==> src/rtl/ssi_angle_tracker.sv <==
`timescale 1ns/1ps
`default_nettype none
// +--------------------------------------------------------------------------+
// | Module   : ssi_angle_tracker                                             |
// | Desc     : Multi-turn unwrapping of SSI absolute angle words, with jump  |
// |            rejection, magnet fault latching and windowed velocity.       |
// |            Optional ANGLE_DEGLITCH_EN: median-of-3 filter on samples.    |
// | Revision : 1.0 - initial release                                         |
// +--------------------------------------------------------------------------+
module ssi_angle_tracker #(
    parameter int SSI_RES           = 10,
    parameter int TURN_BITS         = 16,
    parameter int MAX_STEP          = 256,
    parameter int REJECT_LIMIT      = 3,
    parameter int VEL_WINDOW_CYCLES = 5_000_000,
    localparam int POS_W            = SSI_RES + TURN_BITS
) (
    input  logic               clk,
    input  logic               rst,
    input  logic [SSI_RES-1:0] angle_in,
    input  logic               angle_valid,
    input  logic               mag_high,
    input  logic               mag_low,
    input  logic               zero_req,
    output logic [POS_W-1:0]   position,
    output logic               pos_valid,
    output logic [POS_W-1:0]   velocity,
    output logic               vel_valid,
    output logic               fault,
    output logic [1:0]         fault_code
);

    localparam int C_REJ_W = (REJECT_LIMIT > 1) ? $clog2(REJECT_LIMIT + 1) : 1;
    localparam int C_CNT_W = (VEL_WINDOW_CYCLES > 1) ? $clog2(VEL_WINDOW_CYCLES) : 1;
    localparam logic [SSI_RES:0]   C_MAX_STEP  = (SSI_RES + 1)'(MAX_STEP);
    localparam logic [C_REJ_W-1:0] C_REJ_LIMIT = C_REJ_W'(REJECT_LIMIT);
    localparam logic [C_CNT_W-1:0] C_WIN_LAST  = C_CNT_W'(VEL_WINDOW_CYCLES - 1);
    localparam logic [1:0]         C_CODE_NONE = 2'b00;
    localparam logic [1:0]         C_CODE_MAG  = 2'b01;
    localparam logic [1:0]         C_CODE_JUMP = 2'b10;

    typedef enum logic [1:0] {
        ST_INIT  = 2'd0,
        ST_TRACK = 2'd1,
        ST_FAULT = 2'd2
    } state_t;

    state_t               r_state, w_state_nxt;
    logic [POS_W-1:0]     r_position, w_position_nxt;
    logic [SSI_RES-1:0]   r_last_angle, w_last_nxt;
    logic [C_REJ_W-1:0]   r_rej_cnt, w_rej_nxt, w_rej_inc;
    logic [1:0]           r_fault_code, w_code_nxt;
    logic [POS_W-1:0]     w_vel_delta;
    logic [C_CNT_W-1:0]   r_win_cnt;
    logic [POS_W-1:0]     r_accum, r_velocity;
    logic                 r_vel_valid;

    logic                 w_accept, w_mag_evt;
    logic                 w_smp_valid;
    logic [SSI_RES-1:0]   w_smp_angle;
    logic signed [SSI_RES-1:0] w_delta;
    logic signed [SSI_RES:0]   w_delta_wide;
    logic [SSI_RES:0]     w_abs;
    logic                 w_step_ok;
    logic [POS_W-1:0]     w_delta_ext;
    logic                 w_win_end;

    assign w_accept  = angle_valid & ~mag_high & ~mag_low;
    assign w_mag_evt = angle_valid & (mag_high | mag_low);

`ifdef ANGLE_DEGLITCH_EN
    // Median is taken over deltas relative to the oldest sample so the wrap
    // point of the raw angle never confuses the ordering.
    logic [SSI_RES-1:0]        r_hist0, r_hist1;
    logic [1:0]                r_fill;
    logic signed [SSI_RES-1:0] w_d1, w_d2, w_lo, w_hi, w_med;

    always_comb begin
        w_d1 = $signed(r_hist1 - r_hist0);
        w_d2 = $signed(angle_in - r_hist0);
        w_lo = (w_d1 < w_d2) ? w_d1 : w_d2;
        w_hi = (w_d1 < w_d2) ? w_d2 : w_d1;
        if (w_hi[SSI_RES-1])
            w_med = w_hi;
        else if (!w_lo[SSI_RES-1] && (|w_lo))
            w_med = w_lo;
        else
            w_med = '0;
    end

    assign w_smp_valid = w_accept && (r_fill == 2'd2);
    assign w_smp_angle = r_hist0 + $unsigned(w_med);

    always_ff @(posedge clk) begin
        if (rst || r_state == ST_FAULT) begin
            r_hist0 <= '0;
            r_hist1 <= '0;
            r_fill  <= 2'd0;
        end else if (zero_req) begin
            r_hist0 <= angle_in;
            r_hist1 <= angle_in;
            r_fill  <= w_accept ? 2'd2 : 2'd0;
        end else if (w_accept) begin
            r_hist0 <= r_hist1;
            r_hist1 <= angle_in;
            if (r_fill != 2'd2)
                r_fill <= r_fill + 2'd1;
        end
    end
`else
    assign w_smp_valid = w_accept;
    assign w_smp_angle = angle_in;
`endif

    assign w_delta      = $signed(w_smp_angle - r_last_angle);
    assign w_delta_wide = {w_delta[SSI_RES-1], w_delta};
    assign w_abs        = w_delta_wide[SSI_RES] ? -w_delta_wide : w_delta_wide;
    assign w_step_ok    = (w_abs <= C_MAX_STEP);
    assign w_delta_ext  = {{TURN_BITS{w_delta[SSI_RES-1]}}, w_delta};
    assign w_rej_inc    = r_rej_cnt + C_REJ_W'(1);
    assign w_win_end    = (r_win_cnt == C_WIN_LAST);

    always_comb begin
        w_state_nxt    = r_state;
        w_position_nxt = r_position;
        w_last_nxt     = r_last_angle;
        w_rej_nxt      = r_rej_cnt;
        w_code_nxt     = r_fault_code;
        w_vel_delta    = '0;
        case (r_state)
            ST_INIT: begin
                if (zero_req)
                    w_position_nxt = '0;
                // Magnet-flagged samples are simply ignored until tracking starts.
                if (w_smp_valid) begin
                    w_state_nxt    = ST_TRACK;
                    w_last_nxt     = w_smp_angle;
                    w_position_nxt = '0;
                    w_rej_nxt      = '0;
                end
            end
            ST_TRACK: begin
                if (zero_req) begin
                    w_position_nxt = '0;
                    w_rej_nxt      = '0;
                    if (w_accept)
                        w_last_nxt = angle_in;
                end else if (w_mag_evt) begin
                    w_state_nxt = ST_FAULT;
                    w_code_nxt  = C_CODE_MAG;
                    w_rej_nxt   = '0;
                end else if (w_smp_valid) begin
                    if (w_step_ok) begin
                        w_position_nxt = r_position + w_delta_ext;
                        w_last_nxt     = w_smp_angle;
                        w_rej_nxt      = '0;
                        w_vel_delta    = w_delta_ext;
                    end else if (w_rej_inc >= C_REJ_LIMIT) begin
                        w_state_nxt = ST_FAULT;
                        w_code_nxt  = C_CODE_JUMP;
                        w_rej_nxt   = '0;
                    end else begin
                        w_rej_nxt = w_rej_inc;
                    end
                end
            end
            ST_FAULT: begin
                if (zero_req) begin
                    w_state_nxt    = ST_INIT;
                    w_position_nxt = '0;
                    w_code_nxt     = C_CODE_NONE;
                    w_rej_nxt      = '0;
                end
            end
            default: w_state_nxt = ST_INIT;
        endcase
    end

    always_ff @(posedge clk) begin
        if (rst) begin
            r_state      <= ST_INIT;
            r_position   <= '0;
            r_last_angle <= '0;
            r_rej_cnt    <= '0;
            r_fault_code <= C_CODE_NONE;
        end else begin
            r_state      <= w_state_nxt;
            r_position   <= w_position_nxt;
            r_last_angle <= w_last_nxt;
            r_rej_cnt    <= w_rej_nxt;
            r_fault_code <= w_code_nxt;
        end
    end

    // The delta applied on the window's last cycle belongs to that window.
    always_ff @(posedge clk) begin
        if (rst) begin
            r_win_cnt   <= '0;
            r_accum     <= '0;
            r_velocity  <= '0;
            r_vel_valid <= 1'b0;
        end else if (w_win_end) begin
            r_win_cnt   <= '0;
            r_accum     <= '0;
            r_velocity  <= r_accum + w_vel_delta;
            r_vel_valid <= 1'b1;
        end else begin
            r_win_cnt   <= r_win_cnt + C_CNT_W'(1);
            r_accum     <= r_accum + w_vel_delta;
            r_vel_valid <= 1'b0;
        end
    end

    assign position   = r_position;
    assign pos_valid  = (r_state == ST_TRACK);
    assign fault      = (r_state == ST_FAULT);
    assign fault_code = r_fault_code;
    assign velocity   = r_velocity;
    assign vel_valid  = r_vel_valid;

endmodule
`default_nettype wire

==> config.mk <==
export PLATFORM = sky130hd
export DESIGN_NAME = ssi_angle_tracker
export DESIGN_NICKNAME = d
export VERILOG_FILES = /design/src/rtl/ssi_angle_tracker.sv
export SDC_FILE = /design/constraint.sdc
export NUM_CORES = 1
export LEC_CHECK = 0
export ABC_AREA = 1
export CAP_MARGIN = 10
export CELL_PAD_IN_SITES_DETAIL_PLACEMENT = 0
export CELL_PAD_IN_SITES_GLOBAL_PLACEMENT = 1
export CORE_MARGIN = 5
export CORE_UTILIZATION = 30
export CTS_CLUSTER_SIZE = 16
export DETAILED_ROUTE_END_ITERATION = 10
export GPL_ROUTABILITY_DRIVEN = 0
export GPL_TIMING_DRIVEN = 0
export PLACE_DENSITY_LB_ADDON = 0.05
export RECOVER_POWER = 25
export SYNTH_ARGS = -nofsm -noshare
export SYNTH_HDL_FRONTEND = slang
export SYNTH_SLANG_ARGS = --single-unit
==> constraint.sdc <==
create_clock -name clk -period 6.9 [get_ports clk]
set_input_delay 2.07 -clock clk [delete_from_list [all_inputs] [get_ports clk]]
set_output_delay 2.07 -clock clk [all_outputs]
set_load 0.01 [all_outputs]
# [After elaboration in Yosys (flattened, before gate mapping)]
# Cells that the tools add are included.
# W data, S select, Z words.
[word_totals] regBits=118 latch_bits=0 ramBits=0 mem_bits_ro=0 in_bits=16 out_inout_bits=57 word_cells=84 mem_count=0
[op_classes] n_addsub=6 multipliers=0 div=0 order_cmp=2 eq_ne=13 n_shift=0 mux=38 bitwise_logic=6 n_reduce_logical=10
[ops] operator="$mux W26" n=11
[ops] operator="$pmux W26 S3" n=1
[ops] operator="$add A26 B26 Y26" n=2
[ops] operator="$mux W10" n=5
[ops] operator="$mux W2" n=15
[ops] operator="$add A23 B1 Y23 const B" n=1
[ops] operator="$eq A23 B23 Y1 const B" n=1
[ops] operator="$pmux W10 S2" n=1
[ops] operator="$pmux W2 S3" n=2
[ops] operator="$reduce_and A4 Y1" n=3
[ops] operator="$reduce_and A6 Y1" n=2
[ops] operator="$le A11 B9 Y1 const B" n=1
[ops] operator="$mux W11" n=1
[ops] operator="$neg A10 Y11" n=1
[ops] operator="$sub A10 B10 Y10" n=1
[ops] operator="$ne A2 B2 Y1 const B" n=3
[ops] operator="$ne A3 B1 Y1 const B" n=2
[ops] operator="$ne A3 B2 Y1 const B" n=2
[ops] operator="$ne A3 B3 Y1 const B" n=2
[ops] operator="$ne A4 B2 Y1 const B" n=1
[ops] operator="$pmux W2 S2" n=1
[ops] operator="$reduce_bool A2 Y1" n=2
[ops] operator="$and A1 B1 Y1" n=3
[ops] operator="$reduce_bool A3 Y1" n=1
[ops] operator="other kinds (9)" n=10

# [Depth between registers and ports, before layout]
# Gate-level depths: netlist of the first run.
[logic_depth] depth_word=10 depth_mapped=36 ltp_nobuf=36

# [Worst setup path after synthesis of the first run]
# No wires, ideal clock.
[synth_timing] path_kind="input port to flip-flop" start="in angle_in[0]" end="reg r_velocity[18] (netlist: velocity[18])" setup_ns=0.128 arrival_ns=6.261 slack_ns=0.511 cell_stages=29 path_buffers=0 path_cell_list="inv_1 -> ha_1 -> fa_1 -> ha_1 -> inv_1 -> nor2_1 -> nand3_1 -> nor2_1 -> nand2_1 -> nand2_1 -> nand2_1 -> nand2_1 -> nand2_1 -> nor2_2 -> nand2_2 -> nand2_4 -> nand2_1 -> nor2_1 -> ha_1 -> a21oi_1 -> nor2_1 -> a211oi_1 -> o21ai_0 -> a21oi_1 -> inv_1 -> a21oi_1 -> o21ai_0 -> xnor2_1 -> o21ai_0"
[synth_via] elab_chain_len=10
[synth_lines] item="start: declaration" line_no="20" text="input logic [SSI_RES-1:0] angle_in,"
[synth_lines] item="$sub A10 B10 Y10 (*)" line_no="115" text="assign w_delta = $signed(w_smp_angle - r_last_angle);"
[synth_lines] item="$neg A10 Y11" line_no="117" text="assign w_abs = w_delta_wide[SSI_RES] ? -w_delta_wide : w_delta_wide;"
[synth_lines] item="$mux W11" line_no="117"
[synth_lines] item="$le A11 B9 Y1" line_no="118" text="assign w_step_ok = (w_abs <= C_MAX_STEP);"
[synth_lines] item="$mux W26 (*)" line_no="153" text="if (w_step_ok) begin"
[synth_lines] item="$mux W26 (*)" line_no="152" text="end else if (w_smp_valid) begin"
[synth_lines] item="$mux W26 (*)" line_no="148" text="end else if (w_mag_evt) begin"
[synth_lines] item="$mux W26 (*)" line_no="143" text="if (zero_req) begin"
[synth_lines] item="$mux W26 (*)" line_no="130" text="case (r_state)"
[synth_lines] item="$add A26 B26 Y26 (*)" line_no="205" text="r_velocity <= r_accum + w_vel_delta;"
[synth_lines] item="end signal: assignment" line_no="205"
[synth_lines] item="end: declaration" line_no="55" text="logic [POS_W-1:0] r_accum, r_velocity;"
# Mark *: on every way between the ends. The rest lies on a longest branch, timed or not.
# A chain may end at the register's enable or synchronous reset.

# [Final worst setup path of the first run]
[layout_timing] start="in angle_in[0]" end="reg r_velocity[15] (netlist: velocity[15])"
# The elaborated chain is that of the path after synthesis.

==> results of run 1 <==
[flip-flops by register name, summed over array words and instances, names as in the netlist]
name / cells
r_accum: 26
r_state: 2
position: 26
r_rej_cnt: 2
fault_code: 2
r_win_cnt: 23
vel_valid: 1
r_last_angle: 10
velocity: 26
[per-layer routing]
metal | wire length, µm | up-vias | global-route usage (%)
met5 | 0 | - | 0
met1 | 13760 | 3814 | 23.91
met4 | 454 | 0 | 4.971
met2 | 12780 | 153 | 29.88
li1 | - | 4427 | -
met3 | 897 | 31 | 2.677
[path summary, 6_finish.rpt]
kind,from,endpoint,slack [ps],cells past startpoint
setup reg to reg,r_last_angle[0]$_SDFFE_PP0P_,velocity[15]$_SDFFE_PP0P_,2270,28
setup / recovery,angle_in[0],velocity[15]$_SDFFE_PP0P_,350,30
hold reg to reg,velocity[10]$_SDFFE_PP0P_,velocity[10]$_SDFFE_PP0P_,450,2
hold / removal,velocity[10]$_SDFFE_PP0P_,velocity[10]$_SDFFE_PP0P_,450,2
[power by group]
part	switching, W	leakage, nW	internal, W
Sequential	0.000105	0.955	0.000756
Clock	0.000390	0.292	0.000554
Combinational	0.000945	3.17	0.000535
Total	0.00144	4.42	0.00184
[cell usage in the layout, fill, tap and decap left out, types with 4 or more instances in the layout]
cell               n
xor2_1            17
dfxtp_1          118
inv_6              8
dlygate4sd3_1     32
clkdlybuf4s50_1   39
o21ai_0          102
nand4_1           16
a21oi_2            7
nand3_1           82
o211ai_1           4
clkbuf_1          25
a31oi_1           15
xnor2_1           11
nand2_1          268
inv_1            127
nor4_1             8
o21a_1             4
o311ai_0           4
nor2_2             5
or2_2              9
clkbuf_16         17
buf_6              4
nand2_2            6
ha_1              60
a21oi_1          116
a21o_1             7
buf_4             10
nor3_1            25
nand3b_1           6
inv_2              4
nor2_1           162
[per-stage QoR]
stage          area [µm²]  total power, W  util [%]
2_1_floorplan        8272        0.001831         -
3_3_place_gp         9409        0.002355     34.81
3_5_place_dp         9417        0.002352     34.84
4_1_cts             10050        0.003315     37.19
6_report            10220        0.003285     37.82
5_1_grt             10220        0.003540     37.82
[worst max-delay path, delay by kind of cell]
kind	cells	cell delay [ps]
and+or+nand+nor	17	1980
xor gates and xnor gates	1	170
adders and majority gates	3	1170
AOI/OAI and AO/OA	6	810
buffers and inverters	3	660
[logic make-up after synthesis]
group                      count (synthesis)
adders and majority gates                 68
xor gates and xnor gates                  29
AOI/OAI and AO/OA                        274
DFF                                      118
buffers and inverters                    168
and+or+nand+nor                          606
[area by class of cell]
| class | count | area, µm² | share of cell area, % |
|---|---|---|---|
| multi-input combinational | 977 | 5373 | 52.56 |
| clock inverter | 13 | 157.7 | 1.542 |
| clock buffer | 19 | 442.9 | 4.333 |
| buffer | 33 | 161.4 | 1.579 |
| tap | 341 | 426.7 | 4.174 |
| sequential | 118 | 2362 | 23.11 |
| timing repair buffer | 80 | 785.8 | 7.688 |
| inverter | 135 | 511.7 | 5.007 |
[what timing repair did]
action | in CTS | in global routing
hold endpoints to repair | 0 | 0
pin swaps | 0 | 10
setup endpoints to repair | 24 | 31
gates resized for setup | 9 | 31
setup buffers | 0 | 8
==> results_dict.tcl, run 1 <==
set metrics [dict create \
    status "finished, final reports clean" \
    routed_via_density 4.910 \
    whs_ps 453.1 \
    synth-adder-area-share_pct 10.56 \
    antenna_found_initial 0 \
    wl_per_cell_um 16.25 \
    drtPass1Iterations 5 \
    drv_slew 0 \
    ys_ff_latch 118 \
    drc 0 \
    yosysTopAreaCell "dfxtp_1" \
    grt_max_degree 26 \
    yosys_warnings 0 \
    routed_wl_um 27890 \
    fin_ws_ps 354.4 \
    cts_hold_buffers 0 \
    fillers 2950 \
    yosys.area.top_type_share_pct 28.56 \
    synthArstFlopShare_pct 0 \
    fin_crit_sh_pct 94.86 \
    hold_class "reg2reg" \
    cts_made_buffers 17 \
    critPathMostFrequentCell "nand2_1" \
    gr-usage-all-layers_pct 17.83 \
    avgSynthCellArea_um2 6.549 \
    layout-drive-gt1-share_pct 7.564 \
    critPathMaxStageDelay_ps 620 \
    die_area_um2 30990 \
    fp-row-count 60 \
    nNetsFinal 1446 \
    via_count 8425 \
    synth_top_flop_cell "dfxtp_1" \
    finalCriticalPeriod_ps 6546 \
    core_area_um2 27030 \
    netlist_top_cells_count "nand2_1 (268), nor2_1 (167), inv_1 (128)" \
    dpl.cell_count 1676 \
    post-place-ws_ps -1043 \
    synth_nets 1347 \
    setup_viol 0 \
    slew_headroom_pct 32.26 \
    syn_area_um2 8272 \
    drt.antenna.violating_nets 0 \
    root_buffer "clkbuf_16" \
    worst-endpoint-arrival_ps 6870 \
    synth_top_family_by_area "simple AND/OR/NAND/NOR gates" \
    finalClockSkew_ps 15.60 \
    crit_slowest_cell "fa_2" \
    first_iter_violations 474 \
    cts_tree "built" \
    clock_sinks 118 \
    peakVddDrop_mv 0.1300 \
    die_y_um 176.1 \
    ios 73 \
    synth_cell_types 43 \
    yosys.area_share.simple_pct 31.83 \
    overflow 0 \
    synth.most_common_cell "nand2_1" \
    hpwl_um 21410 \
    synth_xor_area_share_pct 3.071 \
    synthTopCellsByArea "dfxtp_1 (29%), nand2_1 (12%), ha_1 (9.8%)" \
    antenna_cells 0 \
    p_per_area_nw_per_um2 321.4 \
    worstSetupStartpointType "input pin" \
    io_buffers 71 \
    required_ps 7230 \
    cts_max_path_buffers 2 \
    cp_max_fo 8 \
    synth.area.mux_share_pct 0 \
    max_freq_ghz 0.1528 \
    setup_tns_ps 0 \
    cts.clk_slew.worst_paths_ps 70 \
    path_class "in2reg" \
    finalHoldViolCount 0 \
    htreeDepth 4 \
    synth.yosys.seq_area_share_pct 28.56 \
    first_global_vias 8043 \
    dieWidth_um 176.1 \
    p_leak_nw 4.417 \
    grt_pass1_wl_um 43890 \
    synthCells 1263 \
    clk_latency_ps 430 \
    final_cell_count_no_fill 1716 \
    syn2layout_area_growth_pct 23.57 \
    worst_pin_slew_ps 1012 \
    initial_utilization_pct 30.61 \
    timing.max_cap.violations 0 \
    synth-edff-count 0 \
    synth_compound_area_share_pct 17.85 \
    critPathCaptureType "register" \
]
(Power assumes the default switching activity.)
==> run 2: changes to the inputs <==
--- a/config.mk
+++ b/config.mk
@@ -10,7 +10,7 @@
 export CELL_PAD_IN_SITES_DETAIL_PLACEMENT = 0
 export CELL_PAD_IN_SITES_GLOBAL_PLACEMENT = 1
 export CORE_MARGIN = 5
-export CORE_UTILIZATION = 30
+export CORE_UTILIZATION = 35
 export CTS_CLUSTER_SIZE = 16
 export DETAILED_ROUTE_END_ITERATION = 10
 export GPL_ROUTABILITY_DRIVEN = 0
==> results_dict.tcl, run 2 (synthesized netlist as in run 1, its figures left out) <==
set metrics [dict create \
    post-place-ws_ps -1080 \
    routed_via_density 5.026 \
    drtPass1Iterations 5 \
    cts_hold_buffers 0 \
    critPathCaptureType "register" \
    p_leak_nw 4.386 \
    setup_viol 0 \
    worst-endpoint-arrival_ps 6870 \
    finalHoldViolCount 0 \
    path_class "in2reg" \
    post-route-util_pct 43.39 \
    drc 0 \
    gr-usage-all-layers_pct 20.29 \
    finalClockSkew_ps 14.83 \
    root_buffer "clkbuf_16" \
    max_freq_ghz 0.1524 \
    final_cell_mix "nand2_1 (267), nor2_1 (160), inv_1 (127)" \
    worst_pin_slew_ps 929.7 \
    clock_sinks 118 \
    via_count 8509 \
    first_iter_violations 407 \
    grt_max_degree 26 \
    io_buffers 71 \
    overflow 0 \
    fin_ws_ps 338.0 \
    ios 73 \
    worstSetupStartpointType "input pin" \
    htreeDepth 4 \
    hpwl_um 20440 \
    final_cell_count_no_fill 1693 \
    crit_slowest_cell "fa_2" \
    drv_slew 0 \
    layout-drive-gt1-share_pct 7.933 \
    initial_utilization_pct 35.35 \
    peakVddDrop_mv 0.1391 \
    antenna_cells 0 \
    cp_max_fo 8 \
    slew_headroom_pct 37.79 \
    first_global_vias 8144 \
    cts_made_buffers 17 \
    cts.clk_slew.worst_paths_ps 70 \
    dpl.cell_count 1654 \
    cts_tree "built" \
    power_w 0.003235 \
    cts_max_path_buffers 2 \
    die_area_um2 26810 \
    required_ps 7210 \
    whs_ps 446.9 \
    status "finished, final reports clean" \
    syn2layout_area_growth_pct 22.75 \
    clk_latency_ps 440 \
    antenna_found_initial 0 \
    p_per_area_nw_per_um2 318.6 \
    critPathMostFrequentCell "nand2_1" \
    finalCriticalPeriod_ps 6562 \
    critPathMaxStageDelay_ps 610 \
    fin_crit_sh_pct 95.10 \
    routed_wl_um 26730 \
    die_y_um 163.7 \
    dieWidth_um 163.7 \
    grt_pass1_wl_um 43170 \
    nNetsFinal 1445 \
    wl_per_cell_um 15.79 \
    timing.max_cap.violations 0 \
    layout_commonest_cell "nand2_1" \
    core_area_um2 23400 \
    fp-row-count 56 \
    hold_class "reg2reg" \
    drt.antenna.violating_nets 0 \
]
run 2: cell count changes in the layout (fill, tap and decap cells not counted), sizes merged:
cell,delta
clkbuf,-1
clkinvlp,+1
clkdlybuf4s50,+1
dlygate4sd3,-1
clkinv,+1
bufinv,-1
buf,-1
run 2: per-stage QoR:
| step | TNS (ps) | cell area, µm² |
|---|---|---|
| after floorplan | 0 | 8272 |
| after global placement | -29760 | 9382 |
| after detailed placement | -20310 | 9389 |
| after CTS | 0 | 9988 |
| after global routing | -10.72 | 10150 |
| final | 0 | 10150 |
run 2: area by class of cell:
cell class | instances | area [µm²]
multi-input combinational | 977 | 5373
timing repair buffer | 79 | 774.5
fill | 2578 | 13250
inverter | 135 | 511.7
clock inverter | 14 | 142.6
tap | 319 | 399.1
clock buffer | 18 | 429.2
sequential | 118 | 2362
buffer | 33 | 161.4
run 2: layer usage:
layer	GRT usage, %	wire length (µm)	up-vias
li1	-	-	4410
met1	27.16	12730	3882
met2	33.48	12260	181
met3	3.614	1211	36
met4	5.986	532	0
met5	0	0	-
run 2: path summary, 6_finish.rpt:
check                                             startpoint                         to  slack (ps)  cells after the start
worst max-delay path                             angle_in[0]  velocity[18]$_SDFFE_PP0P_         340                     32
worst min-delay path               velocity[10]$_SDFFE_PP0P_  velocity[10]$_SDFFE_PP0P_         450                      2
worst min register to register     velocity[10]$_SDFFE_PP0P_  velocity[10]$_SDFFE_PP0P_         450                      2
worst max register to register  r_last_angle[0]$_SDFFE_PP0P_  velocity[18]$_SDFFE_PP0P_        2250                     30
run 2: what timing repair did:
| item | 4_1_cts | 5_1_grt |
|---|---|---|
| resized for setup | 10 | 31 |
| cloned | 0 | 0 |
| endpoints found under the setup margin | 22 | 28 |
| buffers inserted | 0 | 7 |
| pin swaps | 0 | 9 |
run 2: critical path: cells and delay by family:
family / cells / cell delay (ps)
xor gates and xnor gates: 1 / 180
buffers and inverters: 8 / 1070
adders and majority gates: 5 / 1610
AOI/OAI and AO/OA: 5 / 650
and+or+nand+nor: 13 / 1270
run 2: power breakdown:
group	total, W	internal [W]	leakage, nW	switching, W
sequential	0.000860	0.000756	0.955	0.000104
clock	0.000893	0.000507	0.277	0.000385
combinational	0.00148	0.000535	3.15	0.000947
